$ cat config.mk
export PLATFORM = sky130hd
export DESIGN_NAME = fluid_board_soc_nios2_qsys_0_oci_dct_capture_flat
export DESIGN_NICKNAME = d
export VERILOG_FILES = /design/src/rtl/fluid_board_soc_nios2_qsys_0_oci_dct_capture_if.sv /design/src/rtl/fluid_board_soc_nios2_qsys_0_oci_dct_capture.sv /design/src/flat_wrapper.sv
export SDC_FILE = /design/constraint.sdc
export NUM_CORES = 1
export LEC_CHECK = 0
export ABC_AREA = 1
export CORE_ASPECT_RATIO = 1.1
export CORE_MARGIN = 3
export CORE_UTILIZATION = 51
export CTS_BUF_LIST = sky130_fd_sc_hd__clkbuf_16
export CTS_CLUSTER_DIAMETER = 120
export DETAILED_ROUTE_END_ITERATION = 12
export GPL_ROUTABILITY_DRIVEN = 0
export GPL_TIMING_DRIVEN = 0
export PLACE_DENSITY = 0.79
export SETUP_SLACK_MARGIN = 0.02
export SLEW_MARGIN = 5
export SYNTH_ARGS = -nofsm -noshare
export SYNTH_HDL_FRONTEND = slang
export SYNTH_SLANG_ARGS = --single-unit
$ cat constraint.sdc
create_clock -name clk -period 5.5 [get_ports clk]
set_input_delay 1.1 -clock clk [delete_from_list [all_inputs] [get_ports clk]]
set_output_delay 1.1 -clock clk [all_outputs]
set_load 0.01 [all_outputs]
$ cat src/rtl/fluid_board_soc_nios2_qsys_0_oci_dct_capture_if.sv
// Stream bundle for the DCT capture block: the frame capture side and the drained head-frame side.
interface fluid_board_soc_nios2_qsys_0_oci_dct_capture_if #(
  parameter int SLOT_W = 10,
  parameter int SLOTS  = 3,
  parameter int CNT_W  = 4
);
  logic [SLOT_W*SLOTS-1:0] dct_buffer;
  logic [CNT_W-1:0]        dct_count;
  logic                    dct_valid;
  logic [SLOT_W*SLOTS-1:0] out_data;
  logic [CNT_W-1:0]        out_count;
  logic                    out_valid;
  logic                    out_ready;

  modport master (
    output dct_buffer, dct_count, dct_valid, out_ready,
    input  out_data, out_count, out_valid
  );

  modport slave (
    input  dct_buffer, dct_count, dct_valid, out_ready,
    output out_data, out_count, out_valid
  );
endinterface

$ cat src/rtl/fluid_board_soc_nios2_qsys_0_oci_dct_capture.sv
// Captures DCT trace frames into a first-word-fall-through FIFO and drains them to a sink,
// with an ARMED -> FLUSH -> DONE end-of-test sequence and a saturating drop counter.
module fluid_board_soc_nios2_qsys_0_oci_dct_capture #(
  parameter int SLOT_W = 10,
  parameter int SLOTS  = 3,
  parameter int CNT_W  = 4,
  parameter int DEPTH  = 8,
  parameter int DROP_W = 16
) (
  input  logic                       clk,
  input  logic                       reset_n,
  fluid_board_soc_nios2_qsys_0_oci_dct_capture_if.slave dct,
  input  logic                       test_ending,
  input  logic                       test_has_ended,
  output logic [$clog2(DEPTH):0]     fifo_level,
  output logic [DROP_W-1:0]          drop_count,
  output logic                       overflow,
  output logic                       flushing,
  output logic                       done
);

  localparam int FRAME_W = SLOT_W * SLOTS;
  localparam int AW      = $clog2(DEPTH);
  localparam int LW      = AW + 1;
  localparam logic [LW-1:0]     PTR_ONE  = {{AW{1'b0}}, 1'b1};
  localparam logic [LW-1:0]     LVL_ZERO = {LW{1'b0}};
  localparam logic [LW-1:0]     LVL_FULL = LW'(DEPTH);
  localparam logic [CNT_W-1:0]  CNT_MAX  = CNT_W'(SLOTS);
  localparam logic [DROP_W-1:0] DROP_ONE = {{(DROP_W-1){1'b0}}, 1'b1};

  typedef enum logic [1:0] {
    ST_ARMED = 2'd0,
    ST_FLUSH = 2'd1,
    ST_DONE  = 2'd2
  } state_e;

  state_e             state_q, state_d;
  logic [LW-1:0]      wr_cnt_q, wr_cnt_d;
  logic [LW-1:0]      rd_cnt_q, rd_cnt_d;
  logic [DROP_W-1:0]  drop_q, drop_d;
  logic               ovf_q, ovf_d;
  logic [FRAME_W-1:0] data_mem_q [DEPTH];
  logic [CNT_W-1:0]   cnt_mem_q  [DEPTH];

  logic [LW-1:0]      level_s;
  logic               full_s;
  logic               strobe_s;
  logic               push_s;
  logic               pop_s;
  logic               drop_ev_s;
  logic [CNT_W-1:0]   clamp_cnt_s;
  logic               head_valid_s;
  logic               flushing_s;
  logic               done_s;

  function automatic logic [DROP_W-1:0] sat_add(input logic [DROP_W-1:0] a,
                                                input logic [DROP_W-1:0] b);
    logic [DROP_W:0] sum;
    sum = {1'b0, a} + {1'b0, b};
    if (sum[DROP_W]) begin
      sat_add = {DROP_W{1'b1}};
    end else begin
      sat_add = sum[DROP_W-1:0];
    end
  endfunction

  // Occupancy, handshake qualification and slot-count clamping.
  always_comb begin
    level_s      = wr_cnt_q - rd_cnt_q;
    full_s       = (level_s == LVL_FULL);
    head_valid_s = (level_s != LVL_ZERO) && (state_q != ST_DONE);
    strobe_s     = dct.dct_valid && (dct.dct_count != {CNT_W{1'b0}});
    pop_s        = !test_has_ended && head_valid_s && dct.out_ready;
    // a pop in the same cycle frees the slot a full-FIFO push needs
    push_s       = !test_has_ended && strobe_s && (state_q == ST_ARMED) && (!full_s || pop_s);
    drop_ev_s    = !test_has_ended && strobe_s && !push_s;
    if (dct.dct_count > CNT_MAX) begin
      clamp_cnt_s = CNT_MAX;
    end else begin
      clamp_cnt_s = dct.dct_count;
    end
  end

  // Pointer, drop counter and overflow next-state; abort clears the FIFO and charges its contents as drops.
  always_comb begin
    wr_cnt_d = wr_cnt_q;
    rd_cnt_d = rd_cnt_q;
    drop_d   = drop_q;
    ovf_d    = ovf_q;
    if (test_has_ended) begin
      wr_cnt_d = LVL_ZERO;
      rd_cnt_d = LVL_ZERO;
      drop_d   = sat_add(drop_q, DROP_W'(level_s));
      if (level_s != LVL_ZERO) begin
        ovf_d = 1'b1;
      end else begin
        ovf_d = ovf_q;
      end
    end else begin
      if (push_s) begin
        wr_cnt_d = wr_cnt_q + PTR_ONE;
      end else begin
        wr_cnt_d = wr_cnt_q;
      end
      if (pop_s) begin
        rd_cnt_d = rd_cnt_q + PTR_ONE;
      end else begin
        rd_cnt_d = rd_cnt_q;
      end
      if (drop_ev_s) begin
        drop_d = sat_add(drop_q, DROP_ONE);
        ovf_d  = 1'b1;
      end else begin
        drop_d = drop_q;
        ovf_d  = ovf_q;
      end
    end
  end

  // FSM next-state.
  always_comb begin
    state_d = state_q;
    if (test_has_ended) begin
      state_d = ST_DONE;
    end else begin
      case (state_q)
        ST_ARMED: begin
          if (test_ending) begin
            state_d = ST_FLUSH;
          end else begin
            state_d = ST_ARMED;
          end
        end
        ST_FLUSH: begin
          if (level_s == LVL_ZERO) begin
            state_d = ST_DONE;
          end else begin
            state_d = ST_FLUSH;
          end
        end
        ST_DONE:  state_d = ST_DONE;
        default:  state_d = ST_DONE;
      endcase
    end
  end

  // FSM output decode.
  always_comb begin
    flushing_s = 1'b0;
    done_s     = 1'b0;
    case (state_q)
      ST_ARMED: begin
        flushing_s = 1'b0;
        done_s     = 1'b0;
      end
      ST_FLUSH: flushing_s = 1'b1;
      ST_DONE:  done_s     = 1'b1;
      default:  done_s     = 1'b1;
    endcase
  end

  // State and control registers.
  always_ff @(posedge clk or negedge reset_n) begin
    if (!reset_n) begin
      state_q  <= ST_ARMED;
      wr_cnt_q <= LVL_ZERO;
      rd_cnt_q <= LVL_ZERO;
      drop_q   <= {DROP_W{1'b0}};
      ovf_q    <= 1'b0;
    end else begin
      state_q  <= state_d;
      wr_cnt_q <= wr_cnt_d;
      rd_cnt_q <= rd_cnt_d;
      drop_q   <= drop_d;
      ovf_q    <= ovf_d;
    end
  end

  // Frame storage; contents are only observable through a valid head, so no reset is needed.
  always_ff @(posedge clk) begin
    if (push_s) begin
      data_mem_q[wr_cnt_q[AW-1:0]] <= dct.dct_buffer;
      cnt_mem_q[wr_cnt_q[AW-1:0]]  <= clamp_cnt_s;
    end
  end

  assign dct.out_valid = head_valid_s;
  assign dct.out_data  = head_valid_s ? data_mem_q[rd_cnt_q[AW-1:0]] : {FRAME_W{1'b0}};
  assign dct.out_count = head_valid_s ? cnt_mem_q[rd_cnt_q[AW-1:0]]  : {CNT_W{1'b0}};
  assign fifo_level    = level_s;
  assign drop_count    = drop_q;
  assign overflow      = ovf_q;
  assign flushing      = flushing_s;
  assign done          = done_s;

endmodule
$ cat src/flat_wrapper.sv
// flat-port wrapper written by rule: the top's interface ports become plain ports
module fluid_board_soc_nios2_qsys_0_oci_dct_capture_flat 
#(
  parameter int SLOT_W = 10,
  parameter int SLOTS  = 3,
  parameter int CNT_W  = 4,
  parameter int DEPTH  = 8,
  parameter int DROP_W = 16
)
  (clk, reset_n, test_ending, test_has_ended, fifo_level, drop_count, overflow, flushing, done, dct_dct_buffer, dct_dct_count, dct_dct_valid, dct_out_ready, dct_out_data, dct_out_count, dct_out_valid);
  fluid_board_soc_nios2_qsys_0_oci_dct_capture_if #(.SLOT_W(SLOT_W), .SLOTS(SLOTS), .CNT_W(CNT_W)) dct_i ();
  input  logic clk;
  input  logic reset_n;
  input  logic test_ending;
  input  logic test_has_ended;
  output logic [$clog2(DEPTH):0] fifo_level;
  output logic [DROP_W-1:0] drop_count;
  output logic overflow;
  output logic flushing;
  output logic done;
  input wire logic [$bits(dct_i.dct_buffer)-1:0] dct_dct_buffer;
  input wire logic [$bits(dct_i.dct_count)-1:0] dct_dct_count;
  input wire logic [$bits(dct_i.dct_valid)-1:0] dct_dct_valid;
  input wire logic [$bits(dct_i.out_ready)-1:0] dct_out_ready;
  output wire logic [$bits(dct_i.out_data)-1:0] dct_out_data;
  output wire logic [$bits(dct_i.out_count)-1:0] dct_out_count;
  output wire logic [$bits(dct_i.out_valid)-1:0] dct_out_valid;
  assign dct_i.dct_buffer = dct_dct_buffer;
  assign dct_i.dct_count = dct_dct_count;
  assign dct_i.dct_valid = dct_dct_valid;
  assign dct_i.out_ready = dct_out_ready;
  assign dct_out_data = dct_i.out_data;
  assign dct_out_count = dct_i.out_count;
  assign dct_out_valid = dct_i.out_valid;
  fluid_board_soc_nios2_qsys_0_oci_dct_capture #(.SLOT_W(SLOT_W), .SLOTS(SLOTS), .CNT_W(CNT_W), .DEPTH(DEPTH), .DROP_W(DROP_W)) u_core (.clk(clk), .reset_n(reset_n), .dct(dct_i), .test_ending(test_ending), .test_has_ended(test_has_ended), .fifo_level(fifo_level), .drop_count(drop_count), .overflow(overflow), .flushing(flushing), .done(done));
endmodule
==> impl_summary.log, run 1 <==
INFO  metric final_layout_size_suffix_gt1_share = 14.2%
INFO  metric synth.largest_area_cell = edfxtp_1
INFO  metric cap_viol_max_count = 0
INFO  metric data_arrival_time_of_the_worst_path = 4.14 ns
INFO  metric via_count = between 9,000 and 10,000
INFO  metric drt-vias-per-instance = between 5 and 6
INFO  metric worst_slack = around 0.26 ns
INFO  metric cts_inserted_buffers = 30
INFO  metric io_buffer_count = 97
INFO  metric grt_use_met2 = between 30 and 40%
INFO  metric initial_drc_count = about 1,100
INFO  metric peakVddDrop = around 0.28 mV
INFO  metric setup.worst_path.class = register to primary output
INFO  metric asyncSetResetFlopFracSynth = under 10%
INFO  metric diodes = 0
INFO  metric netlist_instances = 1,147
INFO  metric path_max_fanout = 10
INFO  metric worst_r2r_startpoint = u_core.rd_cnt_q[2]$_DFFE_PN0P_
INFO  metric clock_latency = just under 0.6 ns
INFO  metric grt_pass1_vias = around 9,600
INFO  metric global_route.peak_usage_layer = met2
INFO  metric fp.dieArea = 0.0284 mm2
INFO  metric totalWireLength = 33,700 um
INFO  metric global_route.usage.met3 = under 10%
INFO  metric postCtsSetupRepairBufs = 0
INFO  metric worst-endpoint-required = approximately 4.4 ns
INFO  metric synth_seq_area_share = about two thirds
INFO  metric synth.avg_cell_area = about 12 um2
INFO  metric largest_net_degree_at_the_start_of_global_routing = 28
INFO  metric fin_nets = roughly 1,400
INFO  metric layout.filler_cells = 1,916
INFO  metric worstHoldPathCells = 2
INFO  metric grt_overflow = 0
INFO  metric cts_root_buf = clkbuf_16
INFO  metric drt_first_pass_iters = 5
INFO  metric max_clock_freq = about 0.19 GHz
INFO  metric holdPathEnd = u_core.overflow$_DFFE_PN0P_
INFO  metric cts_max_level = 1
INFO  metric total_number_of_placement_rows = slightly above 60
INFO  metric die_w = 161 um
INFO  metric cts_sink_cnt = approximately 300
INFO  metric yosys_register_bits = 299
INFO  metric period_minus_slack = 5.24 ns
INFO  metric total_track_usage = between 20% and 30%
INFO  metric cts-resized-gates = 1
INFO  metric crit_path_end_kind = primary output
INFO  metric post_synth_instance_area = between 0.01 and 0.015 mm2
INFO  metric synth_largest_type_area_fraction = about three fifths
INFO  metric static-leakage-power = a little over 6 nW
INFO  metric clk_path_buf_depth = 3
INFO  metric initial_antenna_violation_count = 3
INFO  metric worst_setup_hold_path_clk_slew = ~0.060 ns
INFO  metric holdCritStartpoint = u_core.overflow$_DFFE_PN0P_
INFO  metric final_hold_violation_count = 0
INFO  metric final.setup.tns = 0 ns
INFO  metric cts_hold_buffers = 0
INFO  metric drt-wirelength-per-cell = about 20 um
INFO  metric yosys_warnings = 0
INFO  metric final-max-slew-violation-count = 0
INFO  metric core_area = around 0.026 mm2
INFO  metric finalClockSkew = between 0.05 and 0.06 ns
INFO  metric globalRouteMet1Util = approximately 30%
INFO  metric io_pins = 98
INFO  metric finalCritPeriodShare = a little over nine tenths
INFO  metric ff2ff_path_depth = 12
INFO  metric p_per_cell_area = slightly below 300 mW/mm2
INFO  metric min_path_type = register to register
INFO  metric cts_tree = yes
INFO  metric synth_enable_flop_cells = ~270
INFO  metric final-setup-viol-count = 0
INFO  metric drc_errors = 0
INFO  metric rsz0062_at_grt = no
INFO  metric worst_slew_pin_slew = between 1 and 1.5 ns
INFO  metric antenna_violating_nets_post_route = 0
INFO  metric netlist-cell-type-count = 44
INFO  metric synth.top_cells.by_area = edfxtp_1 (61%), nand2_1 (7.9%), dfrtp_1 (5.0%), a21oi_1 (4.0%), a211oi_2 (2.8%)
INFO  metric worstReg2RegEnd = u_core.data_mem_q[0][24]$_DFFE_PP_
INFO  metric setup.worst_path.start_class = register
INFO  metric outcome = finished clean
INFO  metric regToRegSetupSlack = around 1.3 ns
INFO  metric grt_first_pass_wirelength = 52,000 um
INFO  metric floorplan.initialDensity = 52.5%
INFO  metric place.detailed.hpwl = ~22,000 um
INFO  metric timing.hold.ws = 0.482 ns
INFO  metric layout-area-overhead-vs-synth = 19.7%
INFO  metric yosys_most_used_dff = edfxtp_1
INFO  metric die-height = roughly 180 um
INFO  metric maxSlewHeadroom = between 20 and 30%
INFO  metric dp_worst_setup_slack = roughly 0.6 ns
==> flip-flops by register name, summed over array words and instances (netlist names) <==
name and cells:
u_core.data_mem_q 240, u_core.cnt_mem_q 32, u_core.drop_count 16, u_core.rd_cnt_q 4, u_core.wr_cnt_q 4, u_core.state_q 2
u_core.overflow 1
==> Yosys cell counts (2+ instances only) <==
master and instances:
a211oi_1 4, a211oi_2 30, a21oi_1 107, a21oi_2 2, a22oi_1 34, a32o_1 34, buf_1 3, buf_2 23
buf_4 5, buf_6 2, clkbuf_1 33, dfrtp_1 27, edfxtp_1 272, fa_1 2, ha_1 10, inv_1 42
inv_2 8, nand2_1 285, nand2_2 16, nand2_4 15, nand2_8 2, nand3_1 64, nand3_2 2, nand3b_1 3
nand4_1 2, nor2_1 61, nor2_2 7, nor2_4 2, nor3_1 4, o211ai_1 2, o21ai_0 19, o21ai_1 3
xnor2_1 3, xor2_1 9
==> worst max-delay path by stage <==
stage                                              to  cells after the start                      startpoint  slack [ns]
floorplan            u_core.cnt_mem_q[6][0]$_DFFE_PP_                     11  u_core.rd_cnt_q[2]$_DFFE_PN0P_        0.41
global placement    u_core.data_mem_q[6][9]$_DFFE_PP_                     12  u_core.rd_cnt_q[1]$_DFFE_PN0P_       -1.92
detailed placement                   dct_out_data[18]                     13  u_core.rd_cnt_q[1]$_DFFE_PN0P_        0.60
CTS                                  dct_out_data[28]                     11  u_core.rd_cnt_q[2]$_DFFE_PN0P_        0.29
global route                         dct_out_data[20]                     11  u_core.rd_cnt_q[2]$_DFFE_PN0P_        0.07
finish                               dct_out_data[20]                     11  u_core.rd_cnt_q[2]$_DFFE_PN0P_        0.26
==> cell usage in the layout (no fill, tap or decap), types with 27 or more instances in the layout <==
| cell | netlist | final |
|---|---|---|
| clkbuf_1 | 33 | 32 |
| a22oi_1 | 34 | 34 |
| clkdlybuf4s50_1 | 0 | 96 |
| nand2_1 | 285 | 285 |
| edfxtp_1 | 272 | 272 |
| nand3_1 | 64 | 64 |
| a21oi_1 | 107 | 107 |
| nor2_1 | 61 | 56 |
| a211oi_2 | 30 | 30 |
| dfrtp_1 | 27 | 27 |
| inv_1 | 42 | 47 |
| a32o_1 | 34 | 34 |
| clkbuf_16 | 0 | 30 |
==> layer usage <==
metal	vias to the layer above	part of all wire (%)
li1	4422	-
met1	4681	40
met3	88	8.0
met2	469	49
met4	6	2.8
met5	-	0.10
==> metrics by stage <==
stage | utilization, % | cell area [um2] | total power [W] | cells
floorplan | - | 13500 | 0.00266 | 1162
global placement | 58.2 | 14900 | 0.00276 | 1605
detailed placement | 59.2 | 15200 | 0.00277 | 1619
CTS | 62.9 | 16100 | 0.00470 | 1673
global route | 62.9 | 16100 | 0.00481 | 1673
finish | 62.9 | 16100 | 0.00467 | 1673
==> power breakdown <==
part | internal (W) | total, W | switching (W)
clock network | 0.00109 | 0.00194 | 0.000853
logic | 0.0000938 | 0.000209 | 0.000116
registers | 0.00249 | 0.00252 | 0.0000242
total | 0.00368 | 0.00467 | 0.000993
==> area by class of cell <==
type                    count  area, um2  share of cell area, %
clock buffers              30        751                   4.66
clock inverters            25        198                   1.23
repair buffers            111       1160                   7.22
well taps                 346        433                   2.68
multi-input cells         745       4220                   26.2
inverters                  51        193                   1.19
flip-flops and latches    299       8840                   54.8
plain buffers              66        328                   2.03
==> critical path: stages, from the launching register on <==
cell and delay [ns]:
dfrtp_1 0.32, clkbuf_1 0.42, clkbuf_2 0.46, inv_1 0.09
ha_1 0.36, xor2_1 0.37, nor2_2 0.11, nand3_2 0.15
nand2_4 0.15, buf_6 0.21, a211oi_2 0.34, clkdlybuf4s50_1 0.61
==> logic make-up (layout without fill, tap and decap cells) <==
| family | after synthesis | count (layout) | share of synthesized area [%] |
|---|---|---|---|
| AOI/OAI and AO/OA | 239 | 239 | 12.9 |
| other | 1 | 16 | 0.0278 |
| adders and majority gates | 12 | 12 | 1.23 |
| xor gates and xnor gates | 12 | 12 | 0.780 |
| DFF | 299 | 299 | 65.6 |
| and+or+nand+nor | 466 | 466 | 15.6 |
| buffers and inverters | 118 | 283 | 3.88 |
(Power assumes the default switching activity.)
==> run 2, diff against run 1 <==
==> constraint.sdc (replaced) <==
create_clock -name clk -period 5.5 [get_ports clk]
set_input_delay 0.55 -clock clk [delete_from_list [all_inputs] [get_ports clk]]
set_output_delay 0.55 -clock clk [all_outputs]
set_load 0.01 [all_outputs]
==> run 2 against run 1 <==
Net effect: sequential share of layout area about the same; sequential power barely moved; total power barely moved; register-to-register slack got worse by 0.28 ns; clock skew is 0.0020 ns higher; core utilization about the same; cell area is essentially flat; clock power barely moved; first-iteration DRC count rose by 2.0%; via count rose by 0.20%; critical path depth grew 2; global-route usage about the same; critical path type unchanged; highest routed layer unchanged.
==> impl_summary.log, run 2 (synthesis gave the netlist of run 1 again) <==
INFO  metric regToRegSetupSlack = 0.99 ns (-0.28 ns)
INFO  metric finalClockSkew = 0.0535 ns (+0.00202 ns)
INFO  metric floorplan.initialDensity = 52.5% (unchanged)
INFO  metric crit_path_end_kind = primary output
INFO  metric critPathTopFamily = buffers and inverters
INFO  metric worst_slack = 0.529 ns (+0.265 ns)
INFO  metric drc_errors = 0 (unchanged)
INFO  metric maxSlewHeadroom = 30.6% (+1.9 points)
INFO  metric fin_nets = 1,357 (+0.074%)
INFO  metric finalNonFillerCells = 1,674 (+0.060%)
INFO  metric drt_first_pass_iters = 7 (+2)
INFO  metric core_area = 0.0256 mm2 (unchanged)
INFO  metric totalWireLength = 33,700 um (about the same)
INFO  metric worst-endpoint-required = 4.95 ns (+0.55 ns)
INFO  metric cts_max_level = 1 (unchanged)
INFO  metric die-height = 176 um (unchanged)
INFO  metric initial_antenna_violation_count = 3 (unchanged)
INFO  metric final_hold_violation_count = 0 (unchanged)
INFO  metric setup.worst_path.start_class = register
INFO  metric via_count = 9,685 (+0.20%)
INFO  metric max_clock_freq = 0.201 GHz (+5.3%)
INFO  metric slowest_delay = 0.64 ns (+0.03 ns)
INFO  metric cp.buffers_inverters = 7 (+2)
INFO  metric clk_path_buf_depth = 3 (unchanged)
INFO  metric crit_path_cell_trace = buf_4 > inv_2 > buf_2 > buf_1 > fa_1 > inv_1 > nand2_1 > nor2_2 > nand3_2 > nand2_4 > buf_4 > a211oi_2 > clkdlybuf4s50_1
INFO  metric final-setup-viol-count = 0 (unchanged)
INFO  metric pwr-share-seq = 53.8% (about the same)
INFO  metric die_w = 161 um (unchanged)
INFO  metric layout.cells.most_common_list = nand2_1 (285), edfxtp_1 (272), a21oi_1 (107), clkdlybuf4s50_1 (96), nand3_1 (64)
INFO  metric initial_drc_count = 1,083 (+2.0%)
INFO  metric finalCritPeriodShare = 90.4% (-4.8 points)
INFO  metric postCtsSetupRepairBufs = 0 (unchanged)
INFO  metric total_number_of_placement_rows = 61 (unchanged)
INFO  metric slowest_stage_cell_cp = buf_1
INFO  metric cap_viol_max_count = 0 (unchanged)
INFO  metric worst_setup_hold_path_clk_slew = 0.07 ns (about the same)
INFO  metric min_path_type = input pin to async pin
INFO  metric grt_first_pass_wirelength = 52,100 um (+0.11%)
INFO  metric p_per_cell_area = 290 mW/mm2 (about the same)
INFO  metric dp_worst_setup_slack = 1.07 ns (+0.475 ns)
INFO  metric grt_pass1_vias = 9,646 (-0.021%)
INFO  metric path_max_fanout = 11 (+1)
INFO  metric io_pins = 98 (unchanged)
INFO  metric layout.filler_cells = 1,917 (+0.052%)
INFO  metric worstReg2RegEnd = u_core.data_mem_q[0][23]$_DFFE_PP_
INFO  metric power_frac_comb = 4.5% (about the same)
INFO  metric cts_root_buf = clkbuf_16
INFO  metric ff2ff_path_depth = 13 (+1)
INFO  metric cts_tree = yes
INFO  metric grt_overflow = 0 (unchanged)
INFO  metric cts_hold_buffers = 0 (unchanged)
INFO  metric diodes = 0 (unchanged)
INFO  metric multi_input_area = 0.00422 mm2 (unchanged)
INFO  metric place.detailed.hpwl = 22,200 um (unchanged)
INFO  metric power.switching_fraction = 21.3% (+0.063 points)
INFO  metric antenna_violating_nets_post_route = 0 (unchanged)
INFO  metric io_buffer_count = 97 (unchanged)
INFO  metric fp.dieArea = 0.0284 mm2 (unchanged)
INFO  metric crit_top_cell = buf_4
INFO  metric rsz0062_at_grt = no
INFO  metric static-leakage-power = 6.13 nW (about the same)
INFO  metric total_track_usage = 23.2% (+0.036 points)
INFO  metric drt-wirelength-per-cell = 20.1 um (about the same)
INFO  metric worst_r2r_startpoint = u_core.rd_cnt_q[1]$_DFFE_PN0P_
INFO  metric cts-resized-gates = 0 (-1)
INFO  metric sequential_cell_area = 0.00884 mm2 (unchanged)
INFO  metric setup.worst_path.class = register to primary output
INFO  metric layout-area-overhead-vs-synth = 19.7% (about the same)
INFO  metric drt-vias-per-instance = 5.79 (+0.14%)
INFO  metric data_arrival_time_of_the_worst_path = 4.42 ns (+0.28 ns)
INFO  metric power.net_switching = 0.000997 W (+0.38%)
INFO  metric cell_internal_pwr = 0.00368 W (about the same)
INFO  metric cts_sink_cnt = 299 (unchanged)
INFO  metric clock_latency = 0.59 ns (about the same)
INFO  metric final_common_cell = nand2_1
INFO  metric largest_net_degree_at_the_start_of_global_routing = 28 (unchanged)
INFO  metric worst_slew_pin_slew = 1.03 ns (-0.0286 ns)
INFO  metric final-max-slew-violation-count = 0 (unchanged)
INFO  metric cts_inserted_buffers = 30 (unchanged)
INFO  metric place_inst = 1,619 (unchanged)
INFO  metric power = 0.00467 W (about the same)
INFO  metric outcome = finished clean
INFO  metric period_minus_slack = 4.97 ns (-0.265 ns)
INFO  metric final_layout_size_suffix_gt1_share = 14.2% (-0.086 points)
INFO  metric p_clk_share = 41.7% (about the same)
INFO  metric largest_register_ffs = 240 (unchanged)
INFO  metric peakVddDrop = 0.284 mV (+0.14%)
-- run 2: changes by cell type in the layout (fill, tap and decap cells not counted), sizes merged --
cell and delta:
buf +1
-- run 2: worst register-to-register path, stage by stage, from the launching register on --
cell	delay, ns
dfrtp_1	0.40
buf_4	0.19
inv_2	0.13
buf_2	0.29
buf_1	0.64
fa_1	0.32
xor2_1	0.35
nor2_2	0.11
o211ai_4	0.11
nand2_4	0.12
inv_1	0.13
nand2_1	0.21
nor3_2	0.84
buf_4	0.36
-- run 2: worst max-delay path by stage --
stage	slack (ns)	end	depth (start not counted)	from
detailed placement	1.07	u_core.data_mem_q[0][17]$_DFFE_PP_	13	u_core.rd_cnt_q[1]$_DFFE_PN0P_
CTS	0.55	dct_out_data[18]	13	u_core.rd_cnt_q[1]$_DFFE_PN0P_
global placement	-1.92	u_core.data_mem_q[6][9]$_DFFE_PP_	12	u_core.rd_cnt_q[1]$_DFFE_PN0P_
finish	0.53	dct_out_data[18]	13	u_core.rd_cnt_q[1]$_DFFE_PN0P_
global route	0.31	dct_out_data[18]	13	u_core.rd_cnt_q[1]$_DFFE_PN0P_
floorplan	0.41	u_core.cnt_mem_q[6][0]$_DFFE_PP_	11	u_core.rd_cnt_q[2]$_DFFE_PN0P_
-- run 2: final cells by class --
class | count | area share, %
inverters | 51 | 1.19
flip-flops and latches | 299 | 54.8
well taps | 346 | 2.68
plain buffers | 67 | 2.05
multi-input cells | 745 | 26.2
clock inverters | 25 | 1.23
clock buffers | 30 | 4.65
repair buffers | 111 | 7.21
-- run 2: power groups by stage --
stage	combinational [W]	clock (W)	sequential (W)
after global placement	0.000202	0	0.00256
after CTS	0.000209	0.00197	0.00251
final	0.000210	0.00195	0.00252
after floorplan	0.000100	0	0.00256
after detailed placement	0.000208	0	0.00256
after global routing	0.000232	0.00206	0.00252
-- run 2: per-layer routing --
metal	track usage [%]	vias up	share of wire [%]
met5	0	-	0.10
met4	7.82	6	2.8
met3	4.13	87	7.5
met2	40.0	458	50
met1	29.9	4707	40
li1	-	4427	-
-- run 2: metrics by stage --
stage / hold slack, ns / instance area (um2) / setup TNS [ns] / utilization (%)
after floorplan: 0.254 / 13500 / 0 / -
after global placement: 0.466 / 14900 / -233.09 / 58.2
after detailed placement: 0.471 / 15200 / 0 / 59.2
after CTS: 0.486 / 16100 / 0 / 62.9
after global routing: 0.0616 / 16100 / 0 / 62.9
final: 0.0238 / 16100 / 0 / 62.9
==> run 3, diff against run 2 <==
--- a/config.mk
+++ b/config.mk
@@ -9,3 +9,3 @@
 export CORE_ASPECT_RATIO = 1.1
-export CORE_MARGIN = 3
+export CORE_MARGIN = 2
 export CORE_UTILIZATION = 51
@@ -14,3 +14,2 @@
 export DETAILED_ROUTE_END_ITERATION = 12
-export GPL_ROUTABILITY_DRIVEN = 0
 export GPL_TIMING_DRIVEN = 0
==> constraint.sdc (replaced) <==
create_clock -name clk -period 5.5 [get_ports clk]
set_input_delay 0.825 -clock clk [delete_from_list [all_inputs] [get_ports clk]]
set_output_delay 0.825 -clock clk [all_outputs]
set_load 0.01 [all_outputs]
==> run 3 against run 2 <==
Net effect: via count down 0.21%; largest power group unchanged; largest cell class unchanged; non-clock buffer count up 3; critical path type unchanged; fmax down 4.8%.
==> impl_summary.log, run 3 (synthesis gave the netlist of run 1 again) <==
INFO  metric via_count = 9,665 (-0.21%)
INFO  metric power_frac_comb = 4.5% (about the same)
INFO  metric layout-area-overhead-vs-synth = 20.0%
INFO  metric max_clock_freq = 0.191 GHz (-4.8%)
INFO  metric data_arrival_time_of_the_worst_path = 4.40 ns (-0.02 ns)
INFO  metric worst_r2r_startpoint = u_core.rd_cnt_q[2]$_DFFE_PN0P_
INFO  metric finalCritPeriodShare = 94.9% (+4.6 points)
INFO  metric antenna_violating_nets_post_route = 0 (unchanged)
INFO  metric postCtsSetupRepairBufs = 0 (unchanged)
INFO  metric setup.worst_path.class = register to primary output
INFO  metric maxSlewHeadroom = 40.0% (+9.3 points)
INFO  metric die_w = 159 um (-1.2%)
INFO  metric finalCoreUtilization = 62.0% (-0.86 points)
INFO  metric io_buffer_count = 97 (unchanged)
INFO  metric globalplace.congestion = roughly 0.90
INFO  metric layout.cells.most_common_list = nand2_1 (285), edfxtp_1 (272), a21oi_1 (107), clkdlybuf4s50_1 (96), nand3_1 (64)
INFO  metric drt-wirelength-per-cell = 20.2 um (+0.55%)
INFO  metric power.net_switching = 0.000970 W (-2.7%)
INFO  metric worstReg2RegEnd = u_core.data_mem_q[1][5]$_DFFE_PP_
INFO  metric worst-endpoint-required = 4.68 ns (-0.27 ns)
INFO  metric grt_overflow = 0 (unchanged)
INFO  metric pwr-share-seq = 54.5% (+0.7 points)
INFO  metric placedInstanceArea = 0.0152 mm2 (+0.42%)
INFO  metric totalWireLength = 34,100 um (+1.2%)
INFO  metric worst_slew_pin_slew = 0.900 ns (-0.134 ns)
INFO  metric drt-vias-per-instance = 5.74 (-0.86%)
INFO  metric largest_register_ffs = 240 (unchanged)
INFO  metric drt_first_pass_iters = 5 (-2)
INFO  metric place.detailed.hpwl = 22,700 um (+2.1%)
INFO  metric final.setup.tns = 0 ns (unchanged)
INFO  metric fin_nets = 1,361 (+0.29%)
INFO  metric p_clk_share = 41.0% (-0.7 points)
INFO  metric grt_pass1_vias = 9,806 (+1.7%)
INFO  metric worst_setup_hold_path_clk_slew = 0.06 ns (about the same)
INFO  metric clock_latency = 0.55 ns (-0.04 ns)
INFO  metric total_number_of_placement_rows = 62 (+1.6%)
INFO  metric cts_root_buf = clkbuf_16
INFO  metric largest_net_degree_at_the_start_of_global_routing = 28 (unchanged)
INFO  metric dp_worst_setup_slack = 0.837 ns (-0.236 ns)
INFO  metric io_pins = 98 (unchanged)
INFO  metric total_track_usage = 24.5% (+1.3 points)
INFO  metric grt_first_pass_wirelength = 53,200 um (+2.2%)
INFO  metric crit_path_end_kind = primary output
INFO  metric p_per_cell_area = 286 mW/mm2 (-1.4%)
INFO  metric floorplan.initialDensity = 51.7% (-0.85 points)
INFO  metric setup.worst_path.start_class = register
INFO  metric initial_drc_count = 1,086 (+0.28%)
INFO  metric final_layout_size_suffix_gt1_share = 14.1% (-0.043 points)
INFO  metric regToRegSetupSlack = 1.21 ns (+0.22 ns)
INFO  metric rsz0062_at_grt = no
INFO  metric static-leakage-power = 6.16 nW (+0.56%)
INFO  metric core_area = 0.0261 mm2 (+1.6%)
INFO  metric worst_slack = 0.278 ns (-0.251 ns)
INFO  metric cts-resized-gates = 0 (unchanged)
INFO  metric final_hold_violation_count = 0 (unchanged)
INFO  metric cts_max_level = 1 (unchanged)
INFO  metric path_max_fanout = 10 (-1)
INFO  metric clk_path_buf_depth = 3 (unchanged)
INFO  metric cap_viol_max_count = 0 (unchanged)
INFO  metric cts_inserted_buffers = 31 (+3.3%)
INFO  metric outcome = finished clean
INFO  metric drc_errors = 0 (unchanged)
INFO  metric cts_tree = yes
INFO  metric initial_antenna_violation_count = 2 (-1)
INFO  metric peakVddDrop = 0.285 mV (+0.17%)
INFO  metric fp.dieArea = 0.0277 mm2 (-2.4%)
INFO  metric cell_internal_pwr = 0.00365 W (-0.68%)
INFO  metric min_path_type = input pin to async pin
INFO  metric final_common_cell = nand2_1
INFO  metric postLayoutCellArea = 0.0162 mm2 (+0.25%)
INFO  metric ff2ff_path_depth = 14 (+1)
INFO  metric power = 0.00462 W (-1.1%)
INFO  metric final-setup-viol-count = 0 (unchanged)
INFO  metric cts_sink_cnt = 299 (unchanged)
INFO  metric power.switching_fraction = 21.0% (-0.35 points)
INFO  metric finalClockSkew = 0.0128 ns (-0.0406 ns)
INFO  metric layout.filler_cells = 1,974 (+3.0%)
INFO  metric period_minus_slack = 5.22 ns (+0.251 ns)
INFO  metric cts_hold_buffers = 0 (unchanged)
INFO  metric final-max-slew-violation-count = 0 (unchanged)
INFO  metric die-height = 174 um (-1.1%)
## run 3: changes by cell type in the layout (fill, tap and decap cells not counted), moves of 2 or more
cell and change:
inv_1 +5, buf_6 +5, buf_4 -3, clkinv_2 -2
## run 3: worst max path at each step
stage                     depth (start not counted)                                 end                           start  slack, ns
final                                            11                    dct_out_data[25]  u_core.rd_cnt_q[2]$_DFFE_PN0P_       0.28
after global placement                           11  u_core.data_mem_q[6][17]$_DFFE_PP_  u_core.rd_cnt_q[2]$_DFFE_PN0P_      -2.24
after CTS                                        11                    dct_out_data[25]  u_core.rd_cnt_q[2]$_DFFE_PN0P_       0.25
after floorplan                                  11    u_core.cnt_mem_q[6][0]$_DFFE_PP_  u_core.rd_cnt_q[2]$_DFFE_PN0P_       0.41
after detailed placement                         11                    dct_out_data[25]  u_core.rd_cnt_q[2]$_DFFE_PN0P_       0.84
after global routing                             11                    dct_out_data[12]  u_core.rd_cnt_q[2]$_DFFE_PN0P_       0.13
## run 3: per-layer routing
metal	wire length, um	share of wire, %	GRT usage [%]
met5	11	0.032	0
met4	878	2.6	8.26
met3	3170	9.3	4.49
met2	17100	50	42.7
met1	13000	38	31.2
## run 3: critical path, cell delays in order (launching register included)
cell,delay (ns)
dfrtp_1,0.33
clkbuf_1,0.48
clkbuf_1,0.68
inv_1,0.13
ha_1,0.39
xor2_1,0.34
nor2_2,0.11
nand3_2,0.15
nand2_4,0.13
buf_6,0.20
a211oi_2,0.31
clkdlybuf4s50_1,0.60
## run 3: layout make-up
type / count / area [um2] / area share, %
clock inverters: 25 / 146 / 0.905
plain buffers: 67 / 330 / 2.04
repair buffers: 114 / 1220 / 7.54
flip-flops and latches: 299 / 8840 / 54.7
inverters: 51 / 193 / 1.19
diodes: 1 / 2.50 / 0.0155
well taps: 352 / 440 / 2.72
multi-input cells: 745 / 4220 / 26.1
clock buffers: 31 / 776 / 4.80
## run 3: power groups by stage
stage	Sequential [W]	Combinational (W)	Clock, W
final	0.00252	0.000208	0.00190
after global routing	0.00252	0.000232	0.00203
after CTS	0.00252	0.000208	0.00192
after detailed placement	0.00256	0.000207	0
after global placement	0.00256	0.000201	0
after floorplan	0.00256	0.000100	0
## run 3: per-stage QoR
stage / std cells / hold WS [ns]
finish: 1685 / 0.299
global route: 1684 / 0.336
global placement: 1611 / 0.468
floorplan: 1162 / 0.506
CTS: 1684 / 0.482
detailed placement: 1628 / 0.466
